**config.mk**
```make
export PLATFORM = sky130hd
export DESIGN_NAME = sync_fifo_ctrl
export DESIGN_NICKNAME = d
export VERILOG_FILES = /design/src/rtl/sync_fifo_pkg.sv /design/src/rtl/sync_fifo_ram.sv /design/src/rtl/sync_fifo_ctrl.sv
export SDC_FILE = /design/constraint.sdc
export NUM_CORES = 1
export LEC_CHECK = 0
export BUFFER_PORTS_ARGS = -buffer_cell sky130_fd_sc_hd__buf_2
export CAP_MARGIN = 20
export CORE_MARGIN = 4
export CORE_UTILIZATION = 40
export CTS_CLUSTER_SIZE = 25
export DETAILED_ROUTE_END_ITERATION = 7
export SLEW_MARGIN = 15
export SYNTH_ARGS = -nofsm -noshare
export SYNTH_HDL_FRONTEND = slang
export SYNTH_SLANG_ARGS = --single-unit
```
**constraint.sdc**
```tcl
create_clock -name clk -period 5.97 [get_ports clk]
set_input_delay 0.8955 -clock clk [delete_from_list [all_inputs] [get_ports clk]]
set_output_delay 0.8955 -clock clk [all_outputs]
set_load 0.05 [all_outputs]
```
**src/rtl/sync_fifo_pkg.sv**
```systemverilog
// sync_fifo_pkg: shared operation encoding and pointer-width helper for the sync FIFO
package sync_fifo_pkg;

    typedef enum logic [1:0] {FIFO_IDLE, FIFO_WR, FIFO_RD, FIFO_RW} fifo_op_e;

    function automatic int ptr_w(int depth);
        return $clog2(depth);
    endfunction

endpackage

```
**src/rtl/sync_fifo_ram.sv**
```systemverilog
// sync_fifo_ram: FIFO storage; read port registered, or combinational when SYNC_FIFO_FWFT_EN is defined
module sync_fifo_ram
    import sync_fifo_pkg::*;
#(
    parameter int DATA_WIDTH = 8,
    parameter int DEPTH      = 8,
    parameter int AW         = ptr_w(DEPTH)
) (
    input  logic                  clk,
    input  logic                  rst,
    input  logic                  we_i,
    input  logic [AW-1:0]         waddr_i,
    input  logic [DATA_WIDTH-1:0] wdata_i,
    input  logic                  re_i,
    input  logic [AW-1:0]         raddr_i,
    output logic [DATA_WIDTH-1:0] rdata_o
);

    logic [DATA_WIDTH-1:0] mem_q [DEPTH];

    // store accepted writes; contents are never cleared
    always_ff @(posedge clk) begin
        if (we_i) mem_q[waddr_i] <= wdata_i;
    end

`ifdef SYNC_FIFO_FWFT_EN
    logic unused_ok;
    assign unused_ok = rst ^ re_i;
    assign rdata_o   = mem_q[raddr_i];
`else
    logic [DATA_WIDTH-1:0] rdata_q;

    // capture the head word on an accepted read, otherwise hold
    always_ff @(posedge clk) begin
        if (rst) rdata_q <= '0;
        else if (re_i) rdata_q <= mem_q[raddr_i];
    end

    assign rdata_o = rdata_q;
`endif

endmodule

```
**src/rtl/sync_fifo_ctrl.sv**
```systemverilog
// sync_fifo_ctrl: single-clock FIFO with count, threshold and sticky error flags (SYNC_FIFO_FWFT_EN selects fall-through reads)
module sync_fifo_ctrl
    import sync_fifo_pkg::*;
#(
    parameter int DATA_WIDTH = 8,
    parameter int DEPTH      = 8,
    parameter int AF_LEVEL   = DEPTH - 2,
    parameter int AE_LEVEL   = 2
) (
    input  logic                    clk,
    input  logic                    rst,
    input  logic                    flush,
    input  logic                    w_en,
    input  logic [DATA_WIDTH-1:0]   data_in,
    input  logic                    r_en,
    output logic [DATA_WIDTH-1:0]   data_out,
    output logic                    full,
    output logic                    empty,
    output logic                    almost_full,
    output logic                    almost_empty,
    output logic [$clog2(DEPTH):0]  count,
    output logic                    overflow,
    output logic                    underflow
);

    localparam int AW = ptr_w(DEPTH);

    typedef logic [AW:0] ptr_t;

    localparam ptr_t ONE = ptr_t'(1);
    localparam ptr_t AF  = ptr_t'(AF_LEVEL);
    localparam ptr_t AE  = ptr_t'(AE_LEVEL);

    if (DEPTH < 2 || (DEPTH & (DEPTH - 1)) != 0) begin : g_bad_depth
        $error("sync_fifo_ctrl: DEPTH must be a power of two >= 2");
    end
    if (AF_LEVEL < 1 || AF_LEVEL > DEPTH) begin : g_bad_af
        $error("sync_fifo_ctrl: AF_LEVEL out of range 1..DEPTH");
    end
    if (AE_LEVEL < 0 || AE_LEVEL > DEPTH - 1) begin : g_bad_ae
        $error("sync_fifo_ctrl: AE_LEVEL out of range 0..DEPTH-1");
    end

    ptr_t     wptr_q, wptr_d, rptr_q, rptr_d, count_q, count_d;
    logic     full_q, full_d, empty_q, empty_d, af_q, af_d, ae_q, ae_d;
    logic     ovf_q, ovf_d, udf_q, udf_d;
    logic     rd_ok, wr_ok;
    fifo_op_e op;

    // decode this cycle's operation; flags come from next-state pointers so they track count
    always_comb begin
        rd_ok   = r_en & ~empty_q;
        wr_ok   = w_en & (~full_q | rd_ok);
        op      = flush ? FIFO_IDLE : fifo_op_e'({rd_ok, wr_ok});
        wptr_d  = (op == FIFO_WR || op == FIFO_RW) ? wptr_q + ONE : (flush ? '0 : wptr_q);
        rptr_d  = (op == FIFO_RD || op == FIFO_RW) ? rptr_q + ONE : (flush ? '0 : rptr_q);
        count_d = flush ? '0 : op == FIFO_WR ? count_q + ONE : op == FIFO_RD ? count_q - ONE : count_q;
        ovf_d   = ~flush & (ovf_q | (w_en & ~wr_ok));
        udf_d   = ~flush & (udf_q | (r_en & ~rd_ok));
        empty_d = wptr_d == rptr_d;
        full_d  = (wptr_d[AW] != rptr_d[AW]) && (wptr_d[AW-1:0] == rptr_d[AW-1:0]);
        af_d    = count_d >= AF;
        ae_d    = count_d <= AE;
    end

    // state register; reset leaves the FIFO empty with errors cleared
    always_ff @(posedge clk) begin
        if (rst) begin
            wptr_q  <= '0;
            rptr_q  <= '0;
            count_q <= '0;
            full_q  <= 1'b0;
            empty_q <= 1'b1;
            af_q    <= 1'b0;
            ae_q    <= 1'b1;
            ovf_q   <= 1'b0;
            udf_q   <= 1'b0;
        end else begin
            wptr_q  <= wptr_d;
            rptr_q  <= rptr_d;
            count_q <= count_d;
            full_q  <= full_d;
            empty_q <= empty_d;
            af_q    <= af_d;
            ae_q    <= ae_d;
            ovf_q   <= ovf_d;
            udf_q   <= udf_d;
        end
    end

    sync_fifo_ram #(
        .DATA_WIDTH (DATA_WIDTH),
        .DEPTH      (DEPTH)
    ) u_ram (
        .clk     (clk),
        .rst     (rst),
        .we_i    (op == FIFO_WR || op == FIFO_RW),
        .waddr_i (wptr_q[AW-1:0]),
        .wdata_i (data_in),
        .re_i    (op == FIFO_RD || op == FIFO_RW),
        .raddr_i (rptr_q[AW-1:0]),
        .rdata_o (data_out)
    );

    assign full         = full_q;
    assign empty        = empty_q;
    assign almost_full  = af_q;
    assign almost_empty = ae_q;
    assign count        = count_q;
    assign overflow     = ovf_q;
    assign underflow    = udf_q;

endmodule

```
==> impl_metrics.ini <==
[die]
die_h_um = 103.2
die_x_um = 103.2
rows = 34
ios = 31
start_util_pct = 41.36
placeableCoreArea_um2 = 8763
dieArea_um2 = 10650

[power_and_ir_drop]
power_frac_clock_pct = 33.6
vdd_ir_drop_max_mv = 0.1086
p_sw_mw = 0.2470
p_seq_share_pct = 61.0
pwr-share-comb_pct = 5.4
p_leak_nw = 1.388
p_sw_share_pct = 22.17
power.internal_mw = 0.8671
pwr_density_cell_nw_per_um2 = 275.4

[min_path]
holdPathEnd = overflow
hp-start = overflow
min_path_cells = 2
hp-class = reg -> reg

[timing]
fin_ws_ns = 3.518
maxSlewHeadroom_pct = 38.00
fin_crit_sh_pct = 41.08
clock_skew_ns = 0.01223
finalCriticalPeriod_ns = 2.452
clock.fmax_mhz = 407.8
hold_ws_ns = 0.4788
tightest_slew_ns = 0.9266
setup_tns_ns = 0
drv_slew = 0
rsz0062_at_grt = false
hold_viol_final = 0
setup_viol = 0

[drt]
dr.pass1.iters = 4
via_per_inst = 5.141
wl_um = 6726
vias = 1933
drtIter0Drc = 79
antenna_left = 0
drt-wirelength-per-cell_um = 17.89
remaining_drc_errors = 0

[logic_synthesis]
synthesis.area_um2 = 3625
yosysWarnings = 0
seq_area_frac_synth_pct = 67.38
synthCells = 232
synthesis.nets = 249
avgSynthCellArea_um2 = 15.62
yosysUniqueCellTypes = 34
synth_seq_cells = 90

[clock_tree]
cts_tree = built
numCtsBuffers = 9
clkTransAtPathRegs_ns = 0.09
cts_hold_buffers = 0
cts_resized = 0
clock_sinks = 90
post-cts-setup-buffers = 0
cts_htree_levels = 3
clkLatencyLatePin_ns = 0.35
clock_path_buffers = 2
clockRootBuffer = clkbuf_8

[layout]
syn2layout_area_growth_pct = 11.63
nets = 280
multi_input_area_um2 = 1099
diodes = 0
fillers = 774
ff_latch_area_um2 = 2442
layout-drive-gt1-share_pct = 25.00
final_core_utilization_pct = 46.17
finalInstanceArea_um2 = 4046

[critical_path]
r2r_cells = 4
slowest_delay_ns = 0.62
worstReg2RegStart = empty
critPathCaptureType = flop
critPathLaunchType = primary input
critPathRequiredTime_ns = 5.94
worstSetupPathType = in -> reg
r2r-end = u_ram.mem_q[2][7]
cp_slowest_cell = nor2_1
crit_fanout = 8
crit_path_cell_trace = buf_2 -> nor2b_2 -> o21ai_2 -> or3_1 -> nor2_1
r2r_slack_ns = 3.80
worstPathArrival_ns = 2.43

[grt]
grt_pass1_vias = 1940
antenna_found_initial = 0
grtUsageTotal_pct = 13.76
overflow = 0
grt_pass1_wl_um = 10720
grt_max_degree = 20

[place]
placed_cell_area_um2 = 3859
hpwl_um = 4711
gp_congestion = 0.7711
io_buffers = 30
post-place-ws_ns = 2.906

[outcome]
outcome = finished, final reports clean

[run]
maxCapViolCount = 0
-- cell usage in the layout (no fill, tap or decap), drive strengths merged, types with 3 or more instances in the layout --
cell type and n:
nor4b 3, a211oi 8, mux4 16, xor2 8, xnor2 7, dfxtp 26
clkinv 3, edfxtp 64, inv 9, buf 32, ha 4, nor2 31
nand2 5, o21ai 3, nand2b 4, mux2i 11, a21oi 5, clkbuf 10
-- logic make-up after synthesis --
group,count (synthesis),share of synthesized area (%)
flops,90,67.38
simple gates,56,8.043
mux,27,12.98
compound gates,22,4.142
buf+inv,18,2.451
xor+xnor,15,3.625
fa+ha+maj,4,1.381
-- per-layer routing --
metal  vias to the layer above  routed length [um]  track usage (%)
met5                         -                   0                0
li1                        933                   -                -
met4                         0                  55            3.586
met3                         7                 321            4.225
met1                       953                2958            18.04
met2                        40                3390            22.45
-- synthesized netlist by cell type (all sizes together) --
cell,instances,area share (%)
nand4,2,0.35
xor2,8,1.9
edfxtp,64,53
and3,2,0.35
dfxtp,26,14
o31ai,2,0.41
nand3,1,0.14
inv,6,0.62
o21ai,3,0.52
xnor2,7,1.7
a211oi,8,1.7
and4,1,0.24
or3,2,0.35
nor2,31,3.2
mux2i,11,3.0
nand2,5,0.52
buf,9,1.5
a22oi,1,0.21
a31oi,2,0.35
or2,1,0.17
nor3,2,0.28
nand3b,1,0.21
ha,4,1.4
mux4,16,9.9
nand2b,4,0.69
clkbuf,3,0.31
o221a,1,0.31
a21oi,5,0.69
nor4b,3,1.3
nor2b,1,0.24
-- metrics by stage --
step,cells,power [mW]
final,376,1.114
after global routing,376,1.161
after CTS,376,1.129
after detailed placement,360,0.7551
after global placement,360,0.7540
after floorplan,232,0.7332
-- worst max path at each step --
stage | start | to | slack [ns] | depth (start not counted)
finish | r_en | u_ram.mem_q[2][7] | 3.52 | 5
global route | r_en | u_ram.mem_q[2][7] | 3.35 | 5
CTS | r_en | u_ram.mem_q[0][0] | 3.26 | 5
detailed placement | r_en | u_ram.mem_q[0][3] | 2.91 | 5
global placement | r_en | u_ram.mem_q[0][0] | 3.00 | 5
floorplan | r_en | u_ram.mem_q[0][0] | 3.39 | 4
-- final cells by class --
class                      count  area share, %
tap                          108          3.340
inverter                       6         0.5566
clock inverter                 6         0.8349
sequential                    90          60.36
multi-input combinational    124          27.15
clock buffer                  10          3.680
timing repair buffer          32          4.082
-- worst max-delay path: cells and delay by family --
kind,cells,cell delay (ns)
and+or+nand+nor,3,1.30
AOI/OAI and AO/OA,1,0.12
buffers and inverters,1,0.12
-- power groups by stage --
stage	sequential (mW)	combinational (mW)	clock, mW
2_1_floorplan	0.704	0.0289	0
3_3_place_gp	0.694	0.0602	0
3_5_place_dp	0.694	0.0611	0
4_1_cts	0.680	0.0610	0.389
5_1_grt	0.681	0.0664	0.414
6_report	0.680	0.0601	0.374
-- sequential cells by signal, summed over array words and instances (netlist names) --
signal and cells:
u_ram.rdata_o 8, full 1, empty 1, wptr_q 4, underflow 1, almost_full 1
overflow 1, count 4, almost_empty 1, u_ram.mem_q 64, rptr_q 4
No activity file was read; power rests on OpenSTA's default activity.
